===== config.mk =====
export PLATFORM = sky130hd
export DESIGN_NAME = dmem_arbiter
export DESIGN_NICKNAME = d
export VERILOG_FILES = /design/src/rtl/dmem_arbiter.sv
export SDC_FILE = /design/constraint.sdc
export NUM_CORES = 1
export LEC_CHECK = 0
export CELL_PAD_IN_SITES_DETAIL_PLACEMENT = 1
export CELL_PAD_IN_SITES_GLOBAL_PLACEMENT = 2
export CORE_ASPECT_RATIO = 0.8
export CORE_MARGIN = 1
export CORE_UTILIZATION = 19
export CTS_CLUSTER_DIAMETER = 60
export CTS_CLUSTER_SIZE = 20
export DETAILED_ROUTE_END_ITERATION = 8
export PLACE_DENSITY = 0.95
export SYNTH_ARGS = -nofsm -noshare
export SYNTH_HDL_FRONTEND = slang
export SYNTH_SLANG_ARGS = --single-unit

===== constraint.sdc =====
create_clock -name clk -period 4.9 [get_ports clk]
set_input_delay 0.98 -clock clk [delete_from_list [all_inputs] [get_ports clk]]
set_output_delay 0.98 -clock clk [all_outputs]
set_load 0.01 [all_outputs]

===== src/rtl/dmem_arbiter.sv =====
// Shares the single-port data memory between the CPU load/store path and an external port.
// Default: CPU priority with a MAX_HOLD starvation bound; define DMEM_ARB_RR_EN for round-robin.
module dmem_arbiter #(
  parameter int unsigned DATA_WIDTH = 32,
  parameter int unsigned ADDR_WIDTH = 32,
  parameter int unsigned MAX_HOLD   = 4
) (
  input  logic                  clk,
  input  logic                  reset,
  input  logic                  cpu_req,
  input  logic                  cpu_we,
  input  logic [ADDR_WIDTH-1:0] cpu_addr,
  input  logic [DATA_WIDTH-1:0] cpu_wdata,
  output logic                  cpu_gnt,
  output logic                  cpu_stall,
  output logic                  cpu_rvalid,
  output logic [DATA_WIDTH-1:0] cpu_rdata,
  input  logic                  ext_req,
  input  logic                  ext_we,
  input  logic [ADDR_WIDTH-1:0] ext_addr,
  input  logic [DATA_WIDTH-1:0] ext_wdata,
  output logic                  ext_gnt,
  output logic                  ext_rvalid,
  output logic [DATA_WIDTH-1:0] ext_rdata,
  output logic                  mem_we,
  output logic                  mem_re,
  output logic [ADDR_WIDTH-1:0] mem_addr,
  output logic [DATA_WIDTH-1:0] mem_wdata,
  input  logic [DATA_WIDTH-1:0] mem_rdata
);

  localparam logic [1:0] IDLE = 2'd0;
  localparam logic [1:0] CPU  = 2'd1;
  localparam logic [1:0] EXT  = 2'd2;

  logic [1:0]            r_owner;
  logic [1:0]            w_owner_nxt;
  logic                  r_rd_pend;
  logic                  w_cpu_gnt;
  logic                  w_ext_gnt;
  logic                  w_ext_turn;
  logic [DATA_WIDTH-1:0] r_cpu_rdata;
  logic [DATA_WIDTH-1:0] r_ext_rdata;

`ifdef DMEM_ARB_RR_EN
  // On contention the side that did not own the memory last cycle wins.
  assign w_ext_turn = (r_owner == CPU);
`else
  localparam int unsigned HW = $clog2(MAX_HOLD + 1);

  logic [HW-1:0] r_hold_cnt;

  assign w_ext_turn = (r_hold_cnt == HW'(MAX_HOLD));

  // Counts CPU wins against a waiting external request; any gap or ext win clears it.
  always_ff @(posedge clk or negedge reset) begin
    if (!reset) begin
      r_hold_cnt <= '0;
    end else if (!ext_req || w_ext_gnt) begin
      r_hold_cnt <= '0;
    end else if (w_cpu_gnt && !w_ext_turn) begin
      r_hold_cnt <= r_hold_cnt + HW'(1);
    end
  end
`endif

  // Owner state register.
  always_ff @(posedge clk or negedge reset) begin
    if (!reset) begin
      r_owner <= IDLE;
    end else begin
      r_owner <= w_owner_nxt;
    end
  end

  // Grant decision and next owner; grants are held off while reset is asserted.
  always_comb begin
    w_cpu_gnt   = 1'b0;
    w_ext_gnt   = 1'b0;
    w_owner_nxt = IDLE;
    if (reset) begin
      if (cpu_req && ext_req) begin
        w_ext_gnt = w_ext_turn;
        w_cpu_gnt = !w_ext_turn;
      end else begin
        w_cpu_gnt = cpu_req;
        w_ext_gnt = ext_req;
      end
    end
    if (w_cpu_gnt) begin
      w_owner_nxt = CPU;
    end else if (w_ext_gnt) begin
      w_owner_nxt = EXT;
    end
  end

  // Memory mux: idle bus is driven to zero.
  always_comb begin
    mem_we    = 1'b0;
    mem_re    = 1'b0;
    mem_addr  = '0;
    mem_wdata = '0;
    if (w_cpu_gnt) begin
      mem_we    = cpu_we;
      mem_re    = !cpu_we;
      mem_addr  = cpu_addr;
      mem_wdata = cpu_wdata;
    end else if (w_ext_gnt) begin
      mem_we    = ext_we;
      mem_re    = !ext_we;
      mem_addr  = ext_addr;
      mem_wdata = ext_wdata;
    end
  end

  // Read return: capture on the granted edge; the owner register steers rvalid.
  always_ff @(posedge clk or negedge reset) begin
    if (!reset) begin
      r_rd_pend   <= 1'b0;
      r_cpu_rdata <= '0;
      r_ext_rdata <= '0;
    end else begin
      r_rd_pend <= mem_re;
      if (w_cpu_gnt && !cpu_we) begin
        r_cpu_rdata <= mem_rdata;
      end
      if (w_ext_gnt && !ext_we) begin
        r_ext_rdata <= mem_rdata;
      end
    end
  end

  assign cpu_gnt    = w_cpu_gnt;
  assign ext_gnt    = w_ext_gnt;
  assign cpu_stall  = cpu_req && !w_cpu_gnt;
  assign cpu_rvalid = r_rd_pend && (r_owner == CPU);
  assign ext_rvalid = r_rd_pend && (r_owner == EXT);
  assign cpu_rdata  = r_cpu_rdata;
  assign ext_rdata  = r_ext_rdata;

endmodule

; ---- Word level (Yosys, flattened, before mapping)
; Index checks and enable logic that the tools add are counted.
[classes]
add_sub_neg = 1
eq_ne = 3
mux = 16
reduce_logical = 14
[ops]
columns = op, n
row1 = $mux 32, 4
row2 = $mux 1, 8
row3 = $logic_and 1x1->1, 7
row4 = $mux 3, 2
row5 = $logic_not 1->1, 5
row6 = $mux 2, 2
row7 = $add 3x1->3 const B, 1
row8 = $eq 3x3->1 const B, 1
row9 = $eq 2x1->1 const B, 1
row10 = $eq 2x2->1 const B, 1
row11 = $reduce_bool 2->1, 1
row12 = $logic_or 1x1->1, 1
[totals]
reg_bits = 70
in_bits = 166
output_inout_bits = 135
wordCells = 39

; ---- Logic depth before layout (Yosys ltp)
[depth]
word_depth = 7
ltp_mapped = 7
mapped_depth_nobuf = 5

; ---- Least setup slack after synthesis
; No wires, ideal clock.
[synth_path]
path_type = in2out
from = in ext_req
to = out mem_addr[13]
t_arrival_ns = 1.851
t_required_ns = 3.920
slack_ns = 2.069
stages = 4
path_buffers = 1
path_cell_list = nand3_1 nor2b_1 clkbuf_1 a22o_1
[synth_between]
elab_cells_between_ends = 7
classes_between = mux: 6 / reduce/logical: 1
[synth_rtl]
columns = element, line
row1 = "start, declared", 18  ; input logic ext_req,
row2 = $logic_and 1x1->1, 82  ; if (cpu_req && ext_req) begin
row3 = $mux 1, 82
row4 = $mux 1, 81  ; if (reset) begin
row5 = named net cpu_gnt, 14  ; output logic cpu_gnt,
row6 = $mux 32, 103  ; if (w_cpu_gnt) begin
row7 = "end, declared", 27  ; output logic [ADDR_WIDTH-1:0] mem_addr,
; The timed path passes the listed nets, and every way through them passes these cells.

; ---- Worst setup path after layout
[layout_path]
from = in ext_req
to = out mem_wdata[22]
[layout_between]
elab_chain_len = 5
elab_cells_between_ends = 7
classes_between = mux: 6 / reduce/logical: 1
[layout_lines]
columns = element, line
row1 = $logic_and 1x1->1, 82
row2 = $mux 1, 82
row3 = $mux 1, 81
row4 = $mux 32, 108  ; end else if (w_ext_gnt) begin
row5 = $mux 32 (*), 103
row6 = "end, declared", 28  ; output logic [DATA_WIDTH-1:0] mem_wdata,
; Mark *: on every way between the ends. The rest lies on a longest branch, timed or not.

==> reports/qor.csv <==
stage,metric,value,unit
outcome,outcome,"finished, final reports clean",
floorplan,die_w,151,um
synthesis,synthCells,248,
finish,fill_cells,1872,
critical_path,slowest_delay,540,ps
pwr,p_per_area,305,mW/mm^2
finish,final_common_cell,clkdlybuf4s50_1,
synthesis,synth_cell_type_count,22,
drt,wl_per_cell,19.5,um
synthesis,syn_area,0.00338,mm^2
clock_tree,clk_latency,330,ps
floorplan,start_util,19.5,%
grt,grt_overflow_total,0,
grt,grt_usage,15.8,%
critical_path,critPathMostFrequentCell,clkdlybuf4s50_1,
place,dp_hpwl,12000,um
critical_path,crit_slowest_cell,clkdlybuf4s50_1,
place,place_congestion,0.724,
sta,tightest_slew,887,ps
grt,grt_max_degree,68,
floorplan,io_pins,301,
critical_path,arrival,3170,ps
synthesis,ys_seq_area_share,51.8,%
synthesis,syn_area_per_cell,13.6,um^2
sta,fin_tns_setup,0,ps
sta,post-route-min-period,4150,ps
clock_tree,htreeDepth,3,
clock_tree,clk_path_buf_depth,2,
finish,seqCellArea,0.00175,mm^2
floorplan,rows,43,
finish,multi_input_area,0.00150,mm^2
critical_path,startpoint_type,primary input,
critical_path,critical_path.cell_chain,"clkdlybuf4s50_1, nand2_1, nor2_4, buf_4, a22o_1, clkdlybuf4s50_1",
finish,syn_to_final_growth,104,%
sta,clock_skew,6.65,ps
floorplan,die_y,121,um
drt,routed_via_density,4.37,
synthesis,synth_compound_area_share,18.4,%
pwr,ir_drop,0.163,mV
clock_tree,cts.sinks,70,
clock_tree,holdBufCountCts,0,
drt,routed-via-count,3385,
synthesis,synthMuxAreaShare,21.3,%
clock_tree,cts_setup_buffers,0,
floorplan,die-area,0.0183,mm^2
synthesis,synthesis.nets,416,
sta,slew_headroom,40.8,%
drt,ant_nets,0,
synthesis,synth_fa_ha_area_share,0.740,%
drt,drc_errors,0,
run,drv_cap,0,
finish,drive_gt1_share,15.7,%
floorplan,core-area,0.0174,mm^2
synthesis,synth_xor_area_share,0,%
synthesis,yosysTopAreaCellShare,51.8,%
min_path,hp-class,in2async,
critical_path,end_kind,primary output,
sta,fin_crit_sh,84.7,%
synthesis,synth_top_family_by_area,multiplexers,
sta,setup_viol,0,
critical_path,crit_fanout,27,
sta,finalHoldViolCount,0,
clock_tree,cts_root_buf,clkbuf_16,
drt,wirelength,15100,um
drt,first_pass_iters,6,
synthesis,yosys.area.top_type,dfrtp_1,
sta,hold-worst-slack,474,ps
clock_tree,cts_tree,yes,
critical_path,cp.required,3920,ps
finish,final_nets,713,
synthesis,ys_seq_elements,70,
finish,antenna_cells,0,
clock_tree,postCtsResizedCells,0,
drt,initialDrtViolationCount,111,
grt,grt_pass1_wl,21500,um
synthesis,synthTopCellsByArea,"dfrtp_1 (52%), mux2_2 (20%), a22o_1 (17%)",
sta,rsz0062_at_grt,no,
synthesis,yosys.area_share.simple,3.48,%
pwr,leakagePower,2.73,nW
grt,grt_pass1_vias,3625,
clock_tree,cts_inserted_buffers,9,
grt,antenna_found_initial,0,
finish,final_cell_mix,"clkdlybuf4s50_1 (299), dfrtp_1 (70), a22o_1 (65), mux2_2 (60), clkbuf_16 (9)",
synthesis,yosysWarnings,0,
critical_path,crit_type,in2out,
sta,max_freq,241,MHz
sta,drv_slew,0,
clock_tree,clk_pin_slew,50,ps
place,portBuffers,300,
[per-layer routing]
| layer | global-route usage [%] | vias up | part of all wire [%] | routed length, um |
|---|---|---|---|---|
| met5 | 0 | - | 0 | 0 |
| met3 | 3.31 | 9 | 4.5 | 685 |
| met2 | 28.0 | 95 | 53 | 8020 |
| met1 | 19.5 | 1740 | 42 | 6300 |
| li1 | - | 1541 | - | - |
| met4 | 3.44 | 0 | 0.63 | 95 |
[cell type report]
type	instances	share of cell area [%]
Clock buffer	12	3.57
Clock inverter	3	0.653
Sequential cell	70	25.4
Timing Repair Buffer	306	44.3
Tap cell	225	4.08
Multi-Input combinational cell	155	21.8
Inverter	3	0.163
[final timing paths]
check | from | to | slack [ps] | cells after the start
min in group clk | ext_rdata[22] | ext_rdata[22] | 490 | 1
max | ext_req | mem_wdata[22] | 750 | 6
max in group asynchronous | reset | r_owner[1] | 3340 | 2
min | reset | r_hold_cnt[0] | 470 | 1
max reg2reg | r_hold_cnt[0] | cpu_rdata[0] | 2860 | 6
min reg2reg | ext_rdata[22] | ext_rdata[22] | 490 | 1
[cells in the mapped netlist]
cell      count
dfrtp_1      70
a22o_1       65
mux2_2       60
buf_2        10
buf_6         6
nand2_1       5
a21boi_0      4
clkbuf_1      4
mux2_1        4
inv_1         3
nand3_1       3
nor2_1        3
ha_1          2
a21boi_4      1
and3b_1       1
nand4b_1      1
nor2b_1       1
nor3_4        1
nor3b_1       1
nor3b_4       1
o21ai_0       1
or2_2         1
[logic make-up (layout without fill, tap and decap cells)]
group,count (synthesis),count (layout)
AOI/OAI and AO/OA,71,71
adders and majority gates,2,2
buffers and inverters,23,324
DFF,70,70
muxes,64,64
and+or+nand+nor,18,18
[per-stage QoR]
stage	instances	worst slack, ps	power, W	utilization [%]	area (um^2)
final	774	751	0.00210	39.7	6900
after global routing	774	619	0.00221	39.7	6900
after CTS	774	732	0.00215	39.7	6900
after detailed placement	759	735	0.00148	38.0	6600
after global placement	759	832	0.00145	38.0	6600
after floorplan	248	2070	0.000980	-	3380
[report_power, final]
group / internal, W / total (W) / switching, W
sequential: 0.000689 / 0.000747 / 0.0000579
clock: 0.000405 / 0.000645 / 0.000240
combinational: 0.000461 / 0.000712 / 0.000251
[worst max-delay path: cells and delay by family]
kind / cells / cell delay, ps
compound gates: 1 / 220
buf+inv: 3 / 1440
simple gates: 2 / 510
[flip-flops by register name, indices dropped and copies added, names as in the netlist]
signal      flops
cpu_rdata      32
ext_rdata      32
r_hold_cnt      3
r_owner         2
r_rd_pend       1
Power figures use the tool's default switching activity.
